**config.mk**
```make
export PLATFORM = sky130hd
export DESIGN_NAME = gpio_mapped_io
export DESIGN_NICKNAME = d
export VERILOG_FILES = /design/src/rtl/gpio_pkg.sv /design/src/rtl/gpio_debounce.sv /design/src/rtl/gpio_mapped_io.sv
export SDC_FILE = /design/constraint.sdc
export NUM_CORES = 1
export LEC_CHECK = 0
export CORE_MARGIN = 4
export CORE_UTILIZATION = 45
export CTS_CLUSTER_DIAMETER = 40
export CTS_CLUSTER_SIZE = 24
export DETAILED_ROUTE_END_ITERATION = 10
export PLACE_DENSITY = 0.72
export SYNTH_ARGS = -nofsm -noshare
export SYNTH_HDL_FRONTEND = slang
export SYNTH_SLANG_ARGS = --single-unit
```
**constraint.sdc**
```tcl
create_clock -name clock -period 2.45 [get_ports clock]
set_input_delay 0.3675 -clock clock [delete_from_list [all_inputs] [get_ports clock]]
set_output_delay 0.3675 -clock clock [all_outputs]
set_load 0.02 [all_outputs]
```
**src/rtl/gpio_pkg.sv**
```systemverilog
// gpio_pkg: shared register-offset constants and the offset type for the
// memory-mapped GPIO peripheral.
package gpio_pkg;

  // Word offset inside the 4-word register window.
  typedef logic [1:0] gpio_off_t;

  localparam gpio_off_t OFF_SW_VAL   = 2'd0;
  localparam gpio_off_t OFF_LED      = 2'd1;
  localparam gpio_off_t OFF_CHANGED  = 2'd2;
  localparam gpio_off_t OFF_IRQ_MASK = 2'd3;

endpackage

```
**src/rtl/gpio_debounce.sv**
```systemverilog
// gpio_debounce: 2-flop synchroniser plus tick-sampled debouncer with a
// prime step after reset. Emits the debounced vector and a one-cycle
// per-bit change pulse aligned with the edge that updates it.
// Build option: GPIO_DEBOUNCE_EN. When undefined, the prescaler and tick
// sampling are removed and the debounced vector is the synchroniser output.
module gpio_debounce #(
  parameter int WIDTH           = 16,
  parameter int DEBOUNCE_CYCLES = 50000
) (
  input  logic             clock,
  input  logic             reset,
  input  logic [WIDTH-1:0] raw_i,
  output logic [WIDTH-1:0] deb_o,
  output logic [WIDTH-1:0] chg_o
);

  if (WIDTH < 1 || DEBOUNCE_CYCLES < 2) begin : g_param_check
    $error("gpio_debounce: WIDTH must be >= 1 and DEBOUNCE_CYCLES >= 2");
  end

  logic [WIDTH-1:0] sync1_q;
  logic [WIDTH-1:0] deb_q, deb_d;
  logic [WIDTH-1:0] chg_s;
  logic             prime_q, prime_d;

`ifdef GPIO_DEBOUNCE_EN
  localparam int CNT_W = $clog2(DEBOUNCE_CYCLES);
  localparam logic [CNT_W-1:0] CNT_MAX = CNT_W'(DEBOUNCE_CYCLES - 1);

  logic [WIDTH-1:0] sync2_q;
  logic [WIDTH-1:0] samp_q, samp_d;
  logic [CNT_W-1:0] cnt_q, cnt_d;
  logic             tick_s;

  // Two-stage synchroniser; deliberately not reset so it tracks pins during reset.
  always_ff @(posedge clock) begin
    sync1_q <= raw_i;
    sync2_q <= sync1_q;
  end

  // Prescaler, tick sampling, prime and agreement-based acceptance.
  always_comb begin
    tick_s  = (cnt_q == '0);
    cnt_d   = tick_s ? CNT_MAX : (cnt_q - CNT_W'(1));
    samp_d  = samp_q;
    deb_d   = deb_q;
    prime_d = prime_q;
    chg_s   = '0;
    if (tick_s) begin
      samp_d = sync2_q;
      if (prime_q) begin
        deb_d   = sync2_q;
        prime_d = 1'b0;
      end else begin
        // Accept a bit only when two consecutive tick samples agree on a new value.
        chg_s = ~(sync2_q ^ samp_q) & (sync2_q ^ deb_q);
        deb_d = deb_q ^ chg_s;
      end
    end else begin
      chg_s = '0;
    end
  end

  // Debounce state registers.
  always_ff @(posedge clock) begin
    if (reset) begin
      cnt_q   <= CNT_MAX;
      samp_q  <= '0;
      deb_q   <= '0;
      prime_q <= 1'b1;
    end else begin
      cnt_q   <= cnt_d;
      samp_q  <= samp_d;
      deb_q   <= deb_d;
      prime_q <= prime_d;
    end
  end
`else
  // First synchroniser stage; deb_q acts as the second stage.
  always_ff @(posedge clock) begin
    sync1_q <= raw_i;
  end

  // Pass-through: prime on the first cycle after reset, then report every change.
  always_comb begin
    deb_d   = sync1_q;
    prime_d = 1'b0;
    if (prime_q) begin
      chg_s = '0;
    end else begin
      chg_s = sync1_q ^ deb_q;
    end
  end

  // Second synchroniser stage / debounced value and prime flag.
  always_ff @(posedge clock) begin
    if (reset) begin
      deb_q   <= '0;
      prime_q <= 1'b1;
    end else begin
      deb_q   <= deb_d;
      prime_q <= prime_d;
    end
  end
`endif

  assign deb_o = deb_q;
  assign chg_o = chg_s;

endmodule

```
**src/rtl/gpio_mapped_io.sv**
```systemverilog
// gpio_mapped_io: memory-mapped GPIO with debounced switches, sticky
// write-1-to-clear change flags, maskable level interrupt and LED register.
// Build option: GPIO_DEBOUNCE_EN (enables the debounce prescaler in gpio_debounce).
module gpio_mapped_io
  import gpio_pkg::*;
#(
  parameter int                DATA_W          = 16,
  parameter int                ADDR_W          = 16,
  parameter int                IN_W            = 16,
  parameter int                OUT_W           = 16,
  parameter logic [ADDR_W-1:0] BASE_ADDR       = 16'hFFF0,
  parameter int                DEBOUNCE_CYCLES = 50000
) (
  input  logic              clock,
  input  logic              reset,
  input  logic [ADDR_W-1:0] addr,
  input  logic              wr_en,
  input  logic [DATA_W-1:0] wr_data,
  output logic [DATA_W-1:0] rd_data,
  output logic              rd_hit,
  input  logic [IN_W-1:0]   switches,
  output logic [OUT_W-1:0]  leds,
  output logic              irq
);

  if (IN_W < 1 || IN_W > DATA_W || OUT_W < 1 || OUT_W > DATA_W ||
      BASE_ADDR[1:0] != 2'b00) begin : g_param_check
    $error("gpio_mapped_io: illegal IN_W/OUT_W or unaligned BASE_ADDR");
  end

  logic [IN_W-1:0]   deb_s, chg_s, w1c_s;
  logic              hit_s;
  gpio_off_t         off_s;
  logic [OUT_W-1:0]  led_q, led_d;
  logic [IN_W-1:0]   changed_q, changed_d;
  logic [IN_W-1:0]   mask_q, mask_d;
  logic              irq_q, irq_d;
  logic [DATA_W-1:0] rd_data_q, rd_data_d;
  logic              rd_hit_q, rd_hit_d;

  gpio_debounce #(
    .WIDTH           (IN_W),
    .DEBOUNCE_CYCLES (DEBOUNCE_CYCLES)
  ) u_debounce (
    .clock (clock),
    .reset (reset),
    .raw_i (switches),
    .deb_o (deb_s),
    .chg_o (chg_s)
  );

  assign hit_s = (addr[ADDR_W-1:2] == BASE_ADDR[ADDR_W-1:2]);
  assign off_s = gpio_off_t'(addr[1:0]);

  // Decode writes and reads; a new change on a bit wins over a concurrent clear.
  always_comb begin
    led_d     = led_q;
    mask_d    = mask_q;
    w1c_s     = '0;
    rd_data_d = '0;
    if (hit_s && wr_en) begin
      case (off_s)
        OFF_LED:      led_d  = wr_data[OUT_W-1:0];
        OFF_CHANGED:  w1c_s  = wr_data[IN_W-1:0];
        OFF_IRQ_MASK: mask_d = wr_data[IN_W-1:0];
        default:      led_d  = led_q;
      endcase
    end else begin
      w1c_s = '0;
    end
    if (hit_s) begin
      case (off_s)
        OFF_SW_VAL:   rd_data_d = DATA_W'(deb_s);
        OFF_LED:      rd_data_d = DATA_W'(led_q);
        OFF_CHANGED:  rd_data_d = DATA_W'(changed_q);
        OFF_IRQ_MASK: rd_data_d = DATA_W'(mask_q);
        default:      rd_data_d = '0;
      endcase
    end else begin
      rd_data_d = '0;
    end
    changed_d = (changed_q & ~w1c_s) | chg_s;
    irq_d     = |(changed_q & mask_q);
    rd_hit_d  = hit_s;
  end

  // Register file, interrupt and read-port registers.
  always_ff @(posedge clock) begin
    if (reset) begin
      led_q     <= '0;
      changed_q <= '0;
      mask_q    <= '0;
      irq_q     <= 1'b0;
      rd_data_q <= '0;
      rd_hit_q  <= 1'b0;
    end else begin
      led_q     <= led_d;
      changed_q <= changed_d;
      mask_q    <= mask_d;
      irq_q     <= irq_d;
      rd_data_q <= rd_data_d;
      rd_hit_q  <= rd_hit_d;
    end
  end

  assign leds    = led_q;
  assign irq     = irq_q;
  assign rd_data = rd_data_q;
  assign rd_hit  = rd_hit_q;

endmodule

```
# Word-level counts from Yosys, hierarchy flattened
# Cells that the tools add are included.
# Widths: inputs -> output; s select.
dict set report word_totals {
  reg_bits 99
  latch_bits 0
  mem_bits_rw 0
  mem_bits_ro 0
  in_bits 51
  out_inout_bits 34
  word_cells 30
  memories 0
}
dict set report classes {
  n_addsub 0
  multipliers 0
  div_mod_pow 0
  order_cmp 0
  eq_ne 4
  shift 0
  muxes 5
  n_bitwise 6
  reduce_logical 6
}
# op count
set op_table {}
lappend op_table {{$pmux 16 s4} 1}
lappend op_table {{$mux 16} 3}
lappend op_table {{$and 16x16->16} 2}
lappend op_table {{$not 16->16} 1}
lappend op_table {{$or 16x16->16} 1}
lappend op_table {{$reduce_or 16->1} 1}
lappend op_table {{$xor 16x16->16} 1}
lappend op_table {{$eq 14x14->1 const B} 1}
lappend op_table {{$eq 2x2->1 const B} 2}
lappend op_table {{$reduce_and 2->1} 2}
lappend op_table {{$eq 2x1->1 const B} 1}
lappend op_table {{$logic_not 2->1} 1}
lappend op_table {{$reduce_or 2->1} 1}
lappend op_table {{$logic_and 1x1->1} 1}
lappend op_table {{$mux 1} 1}
lappend op_table {{$not 1->1} 1}

# Longest topological paths before layout
# Gate-level depths: netlist of run 1.
dict set report logic_depth {
  depth_word 6
  ltp_mapped 7
  depth_no_buf 4
}

# Hierarchy
# A second synthesis of run 1 with hierarchy kept.
dict set report unflattened {
  cells_unflattened 377
  hier_area_um2 3960.0
}
# mod instances cells_each area_each_um2 seq_area_each_um2
set modules_own_cells {}
lappend modules_own_cells {gpio_mapped_io 1 293 2960.3 1321.3}
lappend modules_own_cells {gpio_debounce 1 84 999.7 660.6}

# Worst setup path before layout of run 1
# OpenSTA, ideal clock, no wires.
dict set report synth_timing {
  path_kind {input-to-reg}
  startpoint {input port addr[2]}
  endpoint {register changed_q[10]}
  setup_time_ps 132
  arrival_time_ps 1280
  required_time_ps 2318
  path_slack_ps 1038
  cell_stages 5
  n_path_buf 1
  path_cell_list {and4bb_1 nand4_1 clkbuf_1 o21ai_0 a21oi_1}
}
dict set report synth_between {
  elab_chain_cells 6
}
# item line_no
set synth_lines {}
lappend synth_lines {{from (decl)} gpio_mapped_io.sv:16} ;# input logic [ADDR_W-1:0] addr,
lappend synth_lines {{$eq 14x14->1} gpio_mapped_io.sv:52} ;# assign hit_s = (addr[ADDR_W-1:2] == BASE_ADDR[ADDR_W-1:2]);
lappend synth_lines {{$logic_and 1x1->1} gpio_mapped_io.sv:61} ;# if (hit_s && wr_en) begin
lappend synth_lines {{$mux 16} gpio_mapped_io.sv:61}
lappend synth_lines {{$not 16->16} gpio_mapped_io.sv:82} ;# changed_d = (changed_q & ~w1c_s) | chg_s;
lappend synth_lines {{$and 16x16->16} gpio_mapped_io.sv:82}
lappend synth_lines {{$or 16x16->16} gpio_mapped_io.sv:82}
lappend synth_lines {{to (signal assigned)} gpio_mapped_io.sv:98} ;# changed_q <= changed_d;
lappend synth_lines {{to (decl)} gpio_mapped_io.sv:35} ;# logic [IN_W-1:0] changed_q, changed_d;
# Every way passes these cells.
# A chain may end at the register's enable or synchronous reset.

# Worst setup path after layout of run 1
dict set report layout_timing {
  startpoint {register led_q[11] (netlist: leds[11])}
  endpoint {output port leds[11]}
}
# item line_no
set layout_rtl {}
lappend layout_rtl {{from (decl)} gpio_mapped_io.sv:34} ;# logic [OUT_W-1:0] led_q, led_d;
lappend layout_rtl {{from (signal assigned)} gpio_mapped_io.sv:97} ;# led_q <= led_d;
lappend layout_rtl {{to (decl)} gpio_mapped_io.sv:22} ;# output logic [OUT_W-1:0] leds,
# No word-level cell between the ends.

==> results of run 1 <==
-- worst reg2reg max path: stages (launching register included) --
cell      delay [ns]
dfxtp_1         0.34
a22o_1          0.23
a221oi_1        0.18
and3_1          0.22
a31oi_1         0.09
-- kinds of logic (layout without fill, tap and decap cells) --
family / after synthesis / after routing / synth area share
flip-flops: 99 / 99 / 0.519
buffers and inverters: 31 / 111 / 0.0433
AND/OR/NAND/NOR: 108 / 108 / 0.161
XOR/XNOR: 16 / 16 / 0.0367
AO/OA/AOI/OAI: 105 / 105 / 0.145
multiplexers: 16 / 16 / 0.0944
-- cell type report --
| type | count | area, um2 | area share |
|---|---|---|---|
| multi-input combinational | 245 | 1670 | 0.337 |
| clock buffer | 9 | 124 | 0.0250 |
| inverter | 2 | 7.51 | 0.00152 |
| tap | 105 | 131 | 0.0266 |
| sequential | 99 | 1980 | 0.401 |
| timing repair buffer | 94 | 918 | 0.186 |
| clock inverter | 6 | 114 | 0.0230 |
-- cell usage after synthesis --
cell | instances | area (um2)
o21ai_1 | 1 | 5.00
and3_1 | 2 | 12.5
clkbuf_1 | 14 | 52.6
a21oi_1 | 48 | 240
xor2_1 | 16 | 140
clkbuf_2 | 1 | 5.00
nand2b_1 | 16 | 100
a22oi_1 | 2 | 15.0
mux4_2 | 16 | 360
nand2_1 | 16 | 60.1
a31oi_1 | 1 | 6.26
o21ai_0 | 47 | 235
a221oi_1 | 3 | 26.3
nand4_1 | 2 | 12.5
a22o_1 | 3 | 26.3
buf_2 | 8 | 40.0
nor2b_1 | 33 | 206
inv_1 | 2 | 7.51
and4bb_1 | 1 | 12.5
and4b_1 | 1 | 10.0
dfxtp_1 | 99 | 1980
buf_6 | 4 | 45.0
and4_1 | 4 | 35.0
buf_4 | 2 | 15.0
nand3_1 | 33 | 165
-- sequential cells by signal, indices dropped and copies added, names as in the netlist --
signal and flops:
rd_hit 1, u_debounce.prime_q 1, leds 16, mask_q 16, changed_q 16, u_debounce.deb_o 16
u_debounce.deb_d 16, rd_data 16, irq 1
-- through the flow --
stage          setup WS (ns)  hold WS (ns)   util  power [uW]
5_1_grt                0.629         0.424  0.602        3290
3_5_place_dp           0.398         0.468  0.573        1990
6_report               0.709         0.443  0.602        3170
3_3_place_gp           0.452         0.465  0.573        1980
4_1_cts                0.691         0.428  0.602        3200
2_1_floorplan           1.04         0.395      -        1860
-- final timing paths --
| check | cells after the start | slack (ns) | to |
|---|---|---|---|
| max | 1 | 0.71 | leds[11] |
| min | 1 | 0.44 | u_debounce.deb_d[8] |
| max reg2reg | 4 | 1.24 | irq |
| min reg2reg | 1 | 0.48 | u_debounce.deb_o[7] |
-- per-layer routing --
layer  wire (um)  up-vias
met5           0        -
met3         454       15
met2        4640       84
met1        4010     1480
li1            -     1470
met4         140        0
-- power by group --
part           total [uW]  internal, uW  switching (uW)
sequential           1700          1660            40.7
clock                1220           676             545
combinational         252           146             106
total                3170          2480             692
==> run metrics, run 1 <==
syn nets 426; FF-to-FF Start changed_q[1]; Crit-path slowest cell clkdlybuf4s50_1; DIE HEIGHT 100 um; clk sinks 99; synthesized cell area 3820 um2; Worst-Margin Slew 0.978 ns; vias in the first global route 3059; #FFs+latches synth 99; Iter 0 DRT Violations 184; total number of vias 3049; critical hold path startpoint switches[8]; Worst Setup End Kind output pin; RePlAce Congestion 0.787; clock skew 0.00662 ns; Worst Hold Class in -> reg; Max IR drop VDD 0.402 mV; first-pass GRT wire length 15100 um; initial antenna violation count 0; fin crit period 1.74 ns; maximum capacitance violations 0; latest clock arrival within the worst-skew pair 0.36 ns; placed insts 545; most common cell after layout, fill and taps aside dfxtp_1; Final setup viols 0; area grow syn2layout 29.6%; HPWL Detailed 6180 um; post-synth cell types 25; GRT met1 Usage 0.248; drt pass-1 iters 5; hold_buf cts 0; M3 GR Usage 0.0424; Buf+Inv Stages, Crit Path 1; Die ar. 10000 um2; average size of a mapped cell 10.2 um2; Critical Path AT 1.37 ns; CTS buffer count 9; outcome complete, no violations; Bufs on Longest Clock Path 2; wire per inst 16.5 um; Post-Synthesis Cells 375; drt via density 5.44; grt ovf 0; htree depth 3; CP cell instances clkdlybuf4s50_1; CP Launch Point leds[11]; commonest non-fill, non-tap cells in the layout dfxtp_1 (99), clkdlybuf4s50_1 (82), a21oi_1 (48); busiest grt layer met2; # IOs 85; worst stage delay on the critical path 0.63 ns; TritonCTS clock tree yes; layout cells sized above 1 0.0945; ANT cells 0; TNS Setup 0 ns; fillcell total 695; post-synthesis sequential area ratio 0.519; Core Region 8220 um2; RSZ-0062 raised after global routing no; yosys warns 0; Setup Fix Bufs, Post-CTS 0; Starting Density 0.464; Final Hold Violating Endpoints 0; max-slew violation count 0; fin crit share 0.711; met2 usage 0.318; drt drc 0; nets 502; worst-path fanout max 3; post-place instance area 4710 um2; Reg clk slew, reported paths 0.10 ns; Root Buffer clkbuf_8; # rows 33; Power Density 642 nW/um2; Fmax 574 MHz; I/O Buffers 84; largest net degree at the start of global routing 67; die width 100 um; critical path type reg -> out; Max transition margin 0.347; WP data required 2.08 ns; Final Cell Area 4950 um2; Worst Setup Start Kind flop; CP top delay family buffers and inverters; Routed Wire Length 9240 um; GRT Total Usage 0.190; post_cts resized 0; post-detailed-route count of antenna-violating nets 0; LEAKAGE 0.00174 uW; Finished Layout Cells 560
(Power assumes the default switching activity.)
==> run 2: changes to the inputs <==
- PLACE_DENSITY: 0.72 -> 0.74
- clock period: 2.45 -> 1.5 ns (I/O delays scaled with it)
==> run 2 against run 1 <==
  * Via count grew 2.0%
  * Flip-flop and latch count is the same
  * Wire length grew 3.0%
  * Critical endpoint is now leds[14]
==> run metrics, run 2 (synthesis results as in run 1) <==
hold_buf cts 0 (unchanged); WP data required 1.78 ns (-0.30 ns); Buf+Inv Stages, Crit Path 2 (+1); area grow syn2layout 31.4%; Final setup viols 0 (unchanged); drt via density 5.48 (+0.56%); post_cts resized 31 (+31); CP cell instances clkdlybuf4s50_1 > and4_1 > and4_1 > buf_12 > nand3_1 > a21oi_1; GRT met1 Usage 0.257 (+0.00909); Starting Density 0.464 (unchanged); critical path capture point leds[14]; CTS buffer count 9 (unchanged); # IOs 85 (unchanged); Worst Hold Class in -> reg; Final Cell Area 5010 um2 (+1.4%); GRT Total Usage 0.197 (+0.00663); Worst-Margin Slew 0.601 ns (-0.377 ns); htree depth 3 (unchanged); Iter 0 DRT Violations 208 (+13%); post-detailed-route count of antenna-violating nets 0 (unchanged); Register Area 1980 um2 (unchanged); worst-path fanout max 32 (+29); Routed Wire Length 9520 um (+3.0%); Gate power share 0.089 (+0.010); Fmax 720 MHz; most common cell after layout, fill and taps aside dfxtp_1; FF-to-FF Start changed_q[1]; die width 100 um (unchanged); layout cells sized above 1 0.110 (+0.0156); busiest grt layer met2; fin crit period 1.39 ns; drt pass-1 iters 5 (unchanged); Hold Slack 0.286 ns (-0.157 ns); Clk network pwr share 0.352 (-0.033); met2 usage 0.335 (+0.0169); LEAKAGE 0.00200 uW (+15%); largest net degree at the start of global routing 67 (unchanged); first-pass GRT wire length 15600 um (+3.5%); DIE HEIGHT 100 um (unchanged); Power Density 993 nW/um2 (+55%); max-slew violation count 0 (unchanged); ANT cells 0 (unchanged); RePlAce Congestion 0.748 (-5.0%); CP top delay family buffers and inverters; NetSw 1170 uW (+69%); FF-to-FF End irq; HPWL Detailed 6440 um (+4.2%); TritonCTS clock tree yes; clk sinks 99 (unchanged); clock skew 0.0129 ns (+0.00633 ns); Reg power frac 0.558 (+0.022); Worst Setup Start Kind primary input; commonest non-fill, non-tap cells in the layout dfxtp_1 (99), a21oi_1 (48), clkdlybuf4s50_1 (48); Final Hold Violating Endpoints 0 (unchanged); fin crit share 0.926; Root Buffer clkbuf_8; initial antenna violation count 0 (unchanged); # rows 33 (unchanged); Setup Fix Bufs, Post-CTS 0 (unchanged); Bufs on Longest Clock Path 2 (unchanged); Crit path depth 6 (+5); reg2reg path depth 4 (unchanged); Crit-path slowest cell clkdlybuf4s50_1; M3 GR Usage 0.0382 (-0.00417); Critical Path AT 1.67 ns (+0.30 ns); critical path type in -> reg; Sw Share 0.235 (+0.0172); post-place instance area 4840 um2 (+2.7%); I/O Buffers 84 (unchanged); grt ovf 0 (unchanged); drt drc 0 (unchanged); Critical Path Most Common Cell and4_1; Worst Setup End Kind flop; outcome complete, no violations; latest clock arrival within the worst-skew pair 0.36 ns (about the same); area taken by multi-input logic gates 1670 um2 (unchanged); Die ar. 10000 um2 (unchanged); reg-to-reg setup timing slack 0.29 ns (-0.95 ns); fillcell total 701 (+0.86%); total number of vias 3110 (+2.0%); nets 509 (+1.4%); TNS Setup 0 ns (unchanged); Reg clk slew, reported paths 0.09 ns (about the same); wire per inst 16.8 um (+1.5%); P_int 3810 uW (+53%); Core Region 8220 um2 (unchanged); vias in the first global route 3177 (+3.9%); Max IR drop VDD 0.430 mV (+7.1%); maximum capacitance violations 0 (unchanged); Max transition margin 0.599 (+0.252); RSZ-0062 raised after global routing no; CP Launch Point addr[10]; worst stage delay on the critical path 0.51 ns (-0.12 ns)
[run 2: cell type report]
cell class	instances	area share
Tap cell	105	0.0262
Sequential cell	99	0.395
Timing Repair Buffer	101	0.202
Clock inverter	6	0.0142
Clock buffer	10	0.0275
Inverter	2	0.00150
Multi-Input combinational cell	245	0.333
[run 2: layer usage]
metal,part of all wire,wire [um]
met1,0.43,4070
met2,0.51,4870
met3,0.050,479
met4,0.010,99
met5,0,0
[run 2: power by group through the flow]
stage | Sequential (uW) | Combinational (uW) | Clock, uW
after global placement | 2830 | 429 | 0
after global routing | 2790 | 486 | 1910
after CTS | 2780 | 446 | 1800
after floorplan | 2810 | 225 | 0
after detailed placement | 2840 | 442 | 0
final | 2780 | 445 | 1750
[run 2: worst min-delay path by stage]
| stage | start | to | slack [ns] | cells past startpoint |
|---|---|---|---|---|
| 2_1_floorplan | switches[0] | u_debounce.deb_d[0] | 0.25 | 0 |
| 3_3_place_gp | u_debounce.deb_d[15] | u_debounce.deb_o[15] | 0.46 | 1 |
| 3_5_place_dp | u_debounce.deb_d[12] | u_debounce.deb_o[12] | 0.47 | 1 |
| 4_1_cts | reset | u_debounce.prime_q | 0.27 | 2 |
| 5_1_grt | switches[3] | u_debounce.deb_d[3] | 0.27 | 1 |
| 6_report | reset | u_debounce.prime_q | 0.29 | 2 |
[run 2: per-stage QoR]
| stage | power (uW) | setup slack [ns] | instances | utilization |
|---|---|---|---|---|
| 2_1_floorplan | 3040 | 0.230 | 375 | - |
| 3_3_place_gp | 3260 | -0.190 | 552 | 0.589 |
| 3_5_place_dp | 3280 | -0.244 | 552 | 0.589 |
| 4_1_cts | 5020 | 0.000938 | 568 | 0.609 |
| 5_1_grt | 5190 | 0.0362 | 568 | 0.610 |
| 6_report | 4980 | 0.111 | 568 | 0.610 |
==> run 3: changes to the inputs <==
- HOLD_SLACK_MARGIN: default -> 0.08
- SETUP_SLACK_MARGIN: default -> 0.05
- SYNTH_HIERARCHICAL: default -> 1
==> run 3 against run 2 <==
  * Synthesized cell count up 0.53%
  * Combinational power up 11%
  * Setup slack worse by 0.021 ns
  * Critical endpoint is now leds[3]
==> run metrics, run 3 <==
Routed Wire Length 10900 um (+14%); Worst-Margin Slew 0.757 ns (+0.156 ns); Synth Flop Type dfxtp_1; fin crit share 0.940 (+0.0140); RePlAce Congestion 0.814 (+8.9%); nets 525 (+3.1%); most common cell after layout, fill and taps aside dfxtp_1; # rows 33 (unchanged); Final setup viols 0 (unchanged); top post-synthesis cells by area dfxtp_1 (50%), mux4_2 (9.1%), a21oi_1 (4.0%), nand3_1 (4.0%), nor2b_1 (3.8%); CTS buffer count 9 (unchanged); reg-to-reg setup timing slack 0.25 ns (-0.04 ns); Max transition margin 0.496 (-0.103); Gate power share 0.095 (+0.006); worst-path fanout max 8 (-75%); critical hold path startpoint switches[2]; Die ar. 10400 um2 (+3.5%); Critical Path AT 1.63 ns (-0.04 ns); Buf+Inv Stages, Crit Path 2 (unchanged); CP top delay family simple AND/OR/NAND/NOR gates; largest family of logic cells by synthesized area simple AND/OR/NAND/NOR gates; Starting Density 0.472 (+0.00802); Commonest cells post-synth dfxtp_1 (99), a21oi_1 (32), nand3_1 (32), nor2_1 (32), o21ai_1 (26); post-synth cell types 38 (+52%); fin crit period 1.41 ns (+0.0210 ns); first-pass GRT wire length 16600 um (+6.3%); Reg clk slew, reported paths 0.09 ns (about the same); drt via density 5.77 (+5.3%); Final Hold Violating Endpoints 0 (unchanged); GRT Total Usage 0.209 (+0.0121); CP cell instances clkdlybuf4s15_1 > nand4_4 > or4_4 > clkbuf_16 > o21ai_1 > a21oi_1; wire per inst 18.6 um (+11%); WP data required 1.72 ns (-0.06 ns); Core Region 8380 um2 (+2.0%); Root Buffer clkbuf_8; DIE HEIGHT 102 um (+1.7%); Worst Setup Start Kind primary input; simple-gate portion of the synthesized area 0.191 (+0.0299); layout cells sized above 1 0.213 (+0.103); htree depth 3 (unchanged); Sw Share 0.229 (-0.00635); Power Density 956 nW/um2 (-3.7%); Synth Area in Compound Gates 0.134 (-0.0116); area grow syn2layout 37.3%; average size of a mapped cell 10.5 um2 (+3.2%); xor/xnor share of the synthesized area 0.0354 (-0.00133); post-detailed-route count of antenna-violating nets 0 (unchanged); latest clock arrival within the worst-skew pair 0.36 ns (about the same); yosys warns 6 (+6); drt pass-1 iters 5 (unchanged); CP Launch Point addr[14]; FF-to-FF Start changed_q[2]; ANT cells 0 (unchanged); RSZ-0062 raised after global routing no; post-synth top area share 0.500 (-0.0189); die width 102 um (+1.7%); HPWL Detailed 6690 um (+3.8%); Iter 0 DRT Violations 191 (-8.2%); I/O Buffers 84 (unchanged); Power Total 5200 uW (+4.4%); LEAKAGE 0.00209 uW (+4.5%); Worst Setup End Kind flop; Bufs on Longest Clock Path 2 (unchanged); worst stage delay on the critical path 0.66 ns (+0.15 ns); P_int 4010 uW (+5.3%); post-synthesis sequential area ratio 0.500 (-0.0189); Fmax 709 MHz (-1.5%); critical path type in -> reg; #FFs+latches synth 99 (unchanged); synthesized cell area 3960 um2 (+3.8%); count leader, synth dfxtp_1; Max IR drop VDD 0.570 mV (+33%); cell taking the most area after synthesis dfxtp_1; grt ovf 0 (unchanged); Worst Hold Class in -> reg; post-layout util 0.649 (+0.0386); max-slew violation count 0 (unchanged); # IOs 85 (unchanged); Reg power frac 0.534 (-0.024); total number of vias 3367 (+8.3%); largest net degree at the start of global routing 67 (unchanged); fillcell total 692 (-1.3%); Clk network pwr share 0.372 (+0.020); outcome complete, no violations; Adder-Cell Fraction of Synth Area 0 (unchanged); TritonCTS clock tree yes; post-synthesis mux area share 0.0910 (-0.00343); clock skew 0.00862 ns (-0.00433 ns); clk sinks 99 (unchanged); initial antenna violation count 0 (unchanged); maximum capacitance violations 0 (unchanged); Crit-path slowest cell or4_4; Post-Synthesis Cells 377 (+0.53%); Post-synth EDFFs 0 (unchanged); async set or reset register ratio after synthesis 0 (unchanged); drt drc 0 (unchanged); NetSw 1190 uW (+1.6%); syn nets 428 (+0.47%); vias in the first global route 3274 (+3.1%); commonest non-fill, non-tap cells in the layout dfxtp_1 (99), dlygate4sd2_1 (43), nor2_1 (32), clkdlybuf4s50_1 (32), nand3_1 (26)
## run 3: timing repair
action                                  CTS  global route
endpoints found under the setup margin   73            34
gates resized for setup                  57            44
setup buffers                             5             2
cloned                                    5             1
pin swaps                                10            17
hold buffers                              0             0
## run 3: logic make-up after synthesis
group / Yosys count
xor gates and xnor gates: 16
DFF: 99
muxes: 16
AOI/OAI and AO/OA: 89
and+or+nand+nor: 125
buffers and inverters: 32
## run 3: final cells by class
cell class,count,area (um2),area share
repair buffers,116,1190,0.218
flip-flops and latches,99,1980,0.364
clock buffers,12,155,0.0285
well taps,105,131,0.0242
multi-input cells,246,1900,0.350
inverters,2,7.51,0.00138
clock inverters,4,72.6,0.0133
## run 3: power groups by stage
| stage | logic (uW) | registers, uW | clock network [uW] |
|---|---|---|---|
| 2_1_floorplan | 268 | 2810 | 0 |
| 3_3_place_gp | 473 | 2830 | 0 |
| 3_5_place_dp | 485 | 2830 | 0 |
| 4_1_cts | 478 | 2770 | 1950 |
| 5_1_grt | 530 | 2780 | 2070 |
| 6_report | 492 | 2770 | 1930 |
## run 3: layer usage
metal / vias up / GRT usage / part of all wire
met3: 21 / 0.0532 / 0.071
met1: 1655 / 0.258 / 0.39
met5: - / 0 / 0
li1: 1547 / - / -
met2: 144 / 0.357 / 0.52
met4: 0 / 0.0706 / 0.019
## run 3: path summary, 6_finish.rpt
kind | endpoint | depth (start not counted)
setup / recovery | leds[3] | 6
hold / removal | u_debounce/deb_d[2] | 1
setup reg to reg | irq | 4
hold reg to reg | u_debounce/deb_o[1] | 1
## run 3: metrics by stage
stage / hold slack, ns / cells / setup WS, ns / instance area, um2 / TNS, ns
after floorplan: 0.253 / 377 / 0.0517 / 3960 / 0
after global placement: 0.465 / 557 / -0.479 / 4960 / -23.31
after detailed placement: 0.470 / 557 / -0.499 / 4960 / -24.39
after CTS: 0.281 / 583 / -0.0584 / 5310 / -1.17
after global routing: 0.278 / 584 / 0.0325 / 5440 / 0
final: 0.292 / 584 / 0.0897 / 5440 / 0
## run 3: worst reg2reg max path, delay by kind of cell (launching register included)
| kind | cells | cell delay, ns |
|---|---|---|
| compound gates | 3 | 0.58 |
| simple gates | 1 | 0.20 |
| flops | 1 | 0.34 |
